**config.mk**
```make
export PLATFORM = sky130hd
export DESIGN_NAME = hazard_unit_fsm
export DESIGN_NICKNAME = d
export VERILOG_FILES = /design/src/rtl/hazard_unit_fsm.sv
export SDC_FILE = /design/constraint.sdc
export NUM_CORES = 1
export LEC_CHECK = 0
export ABC_AREA = 1
export CAP_MARGIN = 15
export CORE_MARGIN = 5
export CORE_UTILIZATION = 39
export DETAILED_ROUTE_END_ITERATION = 12
export GPL_ROUTABILITY_DRIVEN = 1
export PLACE_DENSITY_LB_ADDON = 0.15
export SLEW_MARGIN = 30
export SYNTH_ARGS = -nofsm -noshare
export SYNTH_HDL_FRONTEND = slang
export SYNTH_SLANG_ARGS = --single-unit
```
**constraint.sdc**
```tcl
create_clock -name i_clock -period 5.1 [get_ports i_clock]
set_input_delay 1.02 -clock i_clock [delete_from_list [all_inputs] [get_ports i_clock]]
set_output_delay 1.02 -clock i_clock [all_outputs]
set_load 0.03 [all_outputs]
```
**src/rtl/hazard_unit_fsm.sv**
```systemverilog
// hazard_unit_fsm
// Hazard unit for the 5-stage MIPS pipeline. It detects load-use hazards
// and, when branches are resolved in ID, ALU->branch, load->branch and
// MEM-load->branch hazards. A load feeding a branch needs two bubbles, so a
// one-state stall sequencer supplies the second one. The unit also flushes
// IF/ID on a taken branch, freezes on debug halt, and counts every bubble it
// injects in a saturating counter.
module hazard_unit_fsm #(
    parameter int REG_ADDR_W   = 5,
    parameter bit BRANCH_IN_ID = 1'b1,
    parameter int CNT_W        = 16
) (
    input  logic                  i_clock,
    input  logic                  i_reset,
    input  logic                  i_halt,
    input  logic [REG_ADDR_W-1:0] i_if_id_rs,
    input  logic [REG_ADDR_W-1:0] i_if_id_rt,
    input  logic                  i_uses_rt,
    input  logic                  i_is_branch,
    input  logic                  i_branch_taken,
    input  logic [REG_ADDR_W-1:0] i_id_ex_wreg,
    input  logic                  i_id_ex_MemRead,
    input  logic                  i_id_ex_RegWrite,
    input  logic [REG_ADDR_W-1:0] i_ex_mem_wreg,
    input  logic                  i_ex_mem_MemRead,
    output logic                  o_PCWrite,
    output logic                  o_if_id_write,
    output logic                  o_control_mux,
    output logic                  o_if_id_flush,
    output logic                  o_stalling,
    output logic [CNT_W-1:0]      o_bubble_count
);

    typedef enum logic {
        IDLE  = 1'b0,
        STALL = 1'b1
    } state_t;

    state_t          state;
    state_t          state_next;
    logic            ex_match;
    logic            mem_match;
    logic            hz_lu;
    logic            hz_ab;
    logic            hz_lb;
    logic            hz_mb;
    logic            stall;
    logic [CNT_W-1:0] bubble_count;

    // Source-operand matches against the EX and MEM destinations; $zero never matches.
    always_comb begin
        ex_match  = (i_id_ex_wreg != '0) &&
                    ((i_id_ex_wreg == i_if_id_rs) ||
                     (i_uses_rt && (i_id_ex_wreg == i_if_id_rt)));
        mem_match = (i_ex_mem_wreg != '0) &&
                    ((i_ex_mem_wreg == i_if_id_rs) ||
                     (i_uses_rt && (i_ex_mem_wreg == i_if_id_rt)));
        hz_lu     = i_id_ex_MemRead && ex_match;
        hz_ab     = BRANCH_IN_ID && i_is_branch && i_id_ex_RegWrite &&
                    !i_id_ex_MemRead && ex_match;
        hz_lb     = BRANCH_IN_ID && i_is_branch && i_id_ex_MemRead && ex_match;
        hz_mb     = BRANCH_IN_ID && i_is_branch && i_ex_mem_MemRead && mem_match;
    end

    // State register; halt freezes the sequencer so a pending bubble survives it.
    always_ff @(posedge i_clock or negedge i_reset) begin
        // NOTE: state uses non-blocking assignment so every flop samples pre-edge values.
        if (!i_reset) begin
            state <= IDLE;
        end else if (!i_halt) begin
            state <= state_next;
        end
    end

    // Next-state and raw stall decision; STALL ignores its inputs and always returns to IDLE.
    always_comb begin
        // NOTE: defaults first so no path leaves a variable unassigned (no latch).
        state_next = state;
        stall      = 1'b0;
        unique case (state)
            IDLE: begin
                if (hz_lb) begin
                    stall      = 1'b1;
                    state_next = STALL;
                end else if (hz_lu || hz_ab || hz_mb) begin
                    stall = 1'b1;
                end
            end
            STALL: begin
                stall      = 1'b1;
                state_next = IDLE;
            end
            default: begin
                state_next = IDLE;
            end
        endcase
    end

    // Pipeline control outputs; reset forces everything off, then halt, then stall.
    always_comb begin
        o_PCWrite     = 1'b0;
        o_if_id_write = 1'b0;
        o_control_mux = 1'b0;
        o_if_id_flush = 1'b0;
        if (i_reset && !i_halt) begin
            o_PCWrite     = !stall;
            o_if_id_write = !stall;
            o_control_mux = stall;
            o_if_id_flush = i_branch_taken && !stall;
        end
        o_stalling     = (state == STALL);
        o_bubble_count = bubble_count;
    end

    // Saturating count of injected bubbles; halt already forces the mux low, so it holds.
    always_ff @(posedge i_clock or negedge i_reset) begin
        if (!i_reset) begin
            bubble_count <= '0;
        end else if (o_control_mux && (bubble_count != '1)) begin
            bubble_count <= bubble_count + 1'b1;
        end
    end

endmodule

```
# Word-level counts from Yosys, hierarchy flattened
# Cells that the tools add are included.
# totals
in_bits,29
ff_bits,17
wordCells,41
# op_classes
n_reduce_logical,24
mux,8
n_eq_ne,5
addsub,1
n_bitwise,1
# ops
op,n
== test 5 bit,4
adder 16 x 1 -> 16 bit (second input constant),1
!= test 16 bit (second input constant),1
logical AND 1 bit,15
nonzero test 5 bit,2
2-to-1 mux 1 bit,6
logical OR 1 bit,4
one-hot mux 1 bit (2 select lines),2
logical NOT 1 bit,3
inverter 1 bit,1

# Longest topological paths before layout
# logic_depth
ltp_word,13
ltp_mapped,12
mapped_depth_nobuf,11

# Least setup slack after synthesis
# No wires, ideal clock.
# synth_path
kind,input port to output port
startpoint,input port i_if_id_rt[3]
endpoint,output port o_if_id_write
path_buffers,3
required_time_ns,4.080
setup_slack_ns,1.566
stages,11
t_arrival_ns,2.514
cell_sequence,inv_1 o21ai_0 nor2_1 nand3_1 nand2_1 nand2_1 nand3_2 buf_6 buf_8 nor2_1 buf_4
# synth_between
elab_chain_len,12
word_cells_on_any_way,19
# synth_rtl
item,line,rtl
from (decl),17,"input logic [REG_ADDR_W-1:0] i_if_id_rt,"
== test 5 bit,54,(i_uses_rt && (i_id_ex_wreg == i_if_id_rt)));
logical AND 1 bit,54,
logical OR 1 bit,53,((i_id_ex_wreg == i_if_id_rs) ||
logical AND 1 bit,52,ex_match = (i_id_ex_wreg != '0) &&
logical AND 1 bit (on tied branches),"58, 60",
logical OR 1 bit (2 in a row),85,end else if (hz_lu || hz_ab || hz_mb) begin
2-to-1 mux 1 bit,85,
2-to-1 mux 1 bit (*),82,if (hz_lb) begin
one-hot mux 1 bit (2 select lines) (*),80,unique case (state)
logical NOT 1 bit (*),n/a,
2-to-1 mux 1 bit (*),n/a,
to (decl),27,"output logic o_if_id_write,"
# Mark *: on every way between the ends. The rest lies on a longest branch, timed or not.

# Worst setup path in the final report
# layout_path
startpoint,input port i_reset
endpoint,output port o_if_id_flush
# layout_between
elab_chain_len,2
# layout_rtl
item,line,rtl
from (decl),14,"input logic i_reset,"
logical AND 1 bit,105,if (i_reset && !i_halt) begin
2-to-1 mux 1 bit,105,
to (decl),29,"output logic o_if_id_flush,"
# No other way between the ends.

==> flow_summary.json <==
{
  "period_minus_slack_ns": 4.14,
  "seq_area_um2": 425,
  "synth_common_cells": "nand2_1, inv_1, nand4_1, nor2_1, dfrtp_1",
  "first_pass_iters": 4,
  "cts_num_sinks": 17,
  "synthSimpleGateAreaFrac_pct": 48.2,
  "num_vias": 1577,
  "avgSynthCellArea_um2": 6.48,
  "die_height_um": 72.6,
  "combPwrFrac_pct": 33.1,
  "port_buffers": 49,
  "multi_input_area_um2": 926,
  "finalSetupTns_ns": 0,
  "path_max_fanout": 19,
  "cts_tree": "yes",
  "pwr-share-seq_pct": 40.7,
  "switching_share_pct": 33.2,
  "power_uw": 387,
  "synth_enable_flop_cells": 0,
  "wl_per_cell_um": 11.6,
  "hold_violations": 0,
  "end_kind": "output port",
  "synth-main-ff-cell": "dfrtp_1",
  "clock_skew_ns": 0.00160,
  "slew_headroom_pct": 70.8,
  "diodes": 0,
  "drive_gt1_share_pct": 7.34,
  "areaGrowthSynthToFinish_pct": 36.8,
  "die_x_um": 72.6,
  "hold_buffers": 0,
  "cp-start-kind": "input port",
  "synth_top_area_share_pct": 27.8,
  "viasPerCell": 4.72,
  "nets": 317,
  "routed_wl_mm": 3.88,
  "synth_area_leader_cell": "dfrtp_1",
  "grt_max_degree": 20,
  "synth_top_family_by_area": "simple AND/OR/NAND/NOR gates",
  "clockBufferDepth": 2,
  "synthArstFlopShare_pct": 100,
  "crit_arrival_ns": 3.12,
  "cpMaxStageDelayCell": "clkdlybuf4s50_1",
  "ys_seq_area_share_pct": 27.8,
  "io_pins": 50,
  "ys_ff_latch": 17,
  "syn-num-nets": 266,
  "post-cts-setup-buffers": 0,
  "hold_class": "reg -> reg",
  "antenna_found_initial": 0,
  "yosys_warnings": 0,
  "insertion_delay_ns": 0.25,
  "setup_viol": 0,
  "grt_usage_pct": 15.8,
  "placementRows": 22,
  "synth-compound-area-share_pct": 2.29,
  "worst-setup-path-type": "in -> out",
  "start_util_pct": 40.9,
  "slew_viol_final": 0,
  "cts-root-buf": "clkbuf_8",
  "synth_cell_types": 26,
  "syn_inst": 236,
  "status": "finished, final reports clean",
  "core_um2": 3740,
  "grt-ovfl-total": 0,
  "cp_num_buf_inv": 6,
  "post-dp-hpwl_mm": 3.16,
  "cts_buffers": 3,
  "clockPowerShare_pct": 26.2,
  "p_leak_nw": 1.05,
  "grt_first_pass_wirelength_mm": 6.73,
  "fillCellCount": 399,
  "synthMuxAreaShare_pct": 0,
  "ant_nets": 0,
  "synth_area_leaders": "dfrtp_1, nand2_1, nand4_1",
  "p_per_area_nw_per_um2": 185,
  "drc": 0,
  "timing.final.crit_share_pct": 81.1,
  "cp.required_ns": 4.08,
  "h-tree-depth": 1,
  "synth.most_common_cell": "nand2_1",
  "cts.repair.resized": 0,
  "synthXorXnorAreaFrac_pct": 9.16,
  "gp_congestion": 0.869,
  "p_switching_uw": 128,
  "tightest_slew_ns": 0.435,
  "intPower_uw": 258,
  "peakVddDrop_uv": 127,
  "maxCapViolCount": 0,
  "worstPathCellList": "clkdlybuf4s50_1, buf_4, inv_1, nor2_2, buf_4, inv_1, nor3b_1, clkdlybuf4s50_1",
  "rsz0062_at_grt": "no",
  "drt_iter0_markers": 101,
  "syn-cell-area_um2": 1530,
  "cts.clk_slew.worst_paths_ns": 0.06,
  "fmax_ghz": 0.242,
  "synth_fa_ha_area_share_pct": 0.818,
  "cp_slowest_stage_delay_ns": 0.69,
  "grt_pass1_vias": 1532,
  "die_area_um2": 5280,
  "critPathTopFamily": "buffers and inverters"
}
==> area by class of cell <==
class	instances	area share [%]
repair buffers	52	24.5
flip-flops and latches	17	20.3
well taps	48	2.87
inverters	33	5.92
clock buffers	4	2.15
multi-input cells	180	44.2
==> sequential cells by signal, indices dropped and copies added (netlist names) <==
name            cells
o_bubble_count     16
o_stalling          1
==> through the flow <==
stage	hold slack, ns	instance area (um2)	instances	utilization [%]	setup WS, ns
after floorplan	0.674	1530	236	-	1.57
after global placement	0.511	2050	330	54.7	0.958
after detailed placement	0.517	2050	330	54.7	0.937
after CTS	0.537	2090	334	55.9	0.938
after global routing	0.580	2090	334	55.9	0.750
final	0.526	2090	334	55.9	0.962
==> cells in the final DEF (no fill, tap or decap) <==
cell | Yosys | final
nand2_1 | 90 | 90
clkdlybuf4s50_1 | 0 | 49
inv_1 | 27 | 27
nor2_1 | 19 | 19
nand4_1 | 19 | 19
dfrtp_1 | 17 | 17
nand3_1 | 12 | 12
xor2_1 | 10 | 10
inv_2 | 6 | 6
xnor2_1 | 6 | 6
nor3_1 | 6 | 6
nand3_2 | 3 | 3
o21ai_0 | 3 | 3
clkbuf_8 | 0 | 3
buf_4 | 1 | 3
nor2_2 | 2 | 2
nand3_4 | 2 | 2
nand2_2 | 1 | 1
a21o_1 | 1 | 1
a31oi_1 | 1 | 1
nor3b_1 | 1 | 1
nor4_4 | 1 | 1
o22ai_1 | 1 | 1
nand3b_1 | 1 | 1
ha_1 | 1 | 1
clkbuf_1 | 0 | 1
==> worst paths after layout <==
kind,end,depth (start not counted),from,slack (ns)
worst max-delay path,o_if_id_flush,8,i_reset,0.96
worst min-delay path,o_bubble_count[14],2,o_bubble_count[14],0.53
worst max register to register,o_bubble_count[10],7,o_bubble_count[0],3.32
worst min register to register,o_bubble_count[14],2,o_bubble_count[14],0.53
max in group asynchronous,o_bubble_count[8],2,i_reset,3.80
min in group asynchronous,o_bubble_count[4],2,i_reset,1.10
==> metal layers <==
metal / GRT usage (%) / share of wire [%] / wire length (um)
met1: 21.7 / 48 / 1860
met2: 25.3 / 46 / 1770
met3: 4.13 / 6.0 / 232
met4: 2.46 / 0.44 / 17
met5: 0 / 0 / 0
==> worst min-delay path, stage by stage, from the launching register on <==
cell     delay [ns]
dfrtp_1        0.38
nand2_1        0.07
nand2_1        0.05
==> power groups by stage <==
| stage | combinational [mW] | clock [mW] | sequential, mW |
|---|---|---|---|
| 2_1_floorplan | 0.0534 | 0 | 0.176 |
| 3_3_place_gp | 0.127 | 0 | 0.160 |
| 3_5_place_dp | 0.129 | 0 | 0.160 |
| 4_1_cts | 0.129 | 0.105 | 0.158 |
| 5_1_grt | 0.141 | 0.109 | 0.160 |
| 6_report | 0.128 | 0.101 | 0.157 |
==> logic make-up after synthesis <==
| group | after synthesis |
|---|---|
| buf+inv | 39 |
| compound gates | 6 |
| simple gates | 157 |
| xor+xnor | 16 |
| flops | 17 |
| fa+ha+maj | 1 |
(Power assumes the default switching activity.)
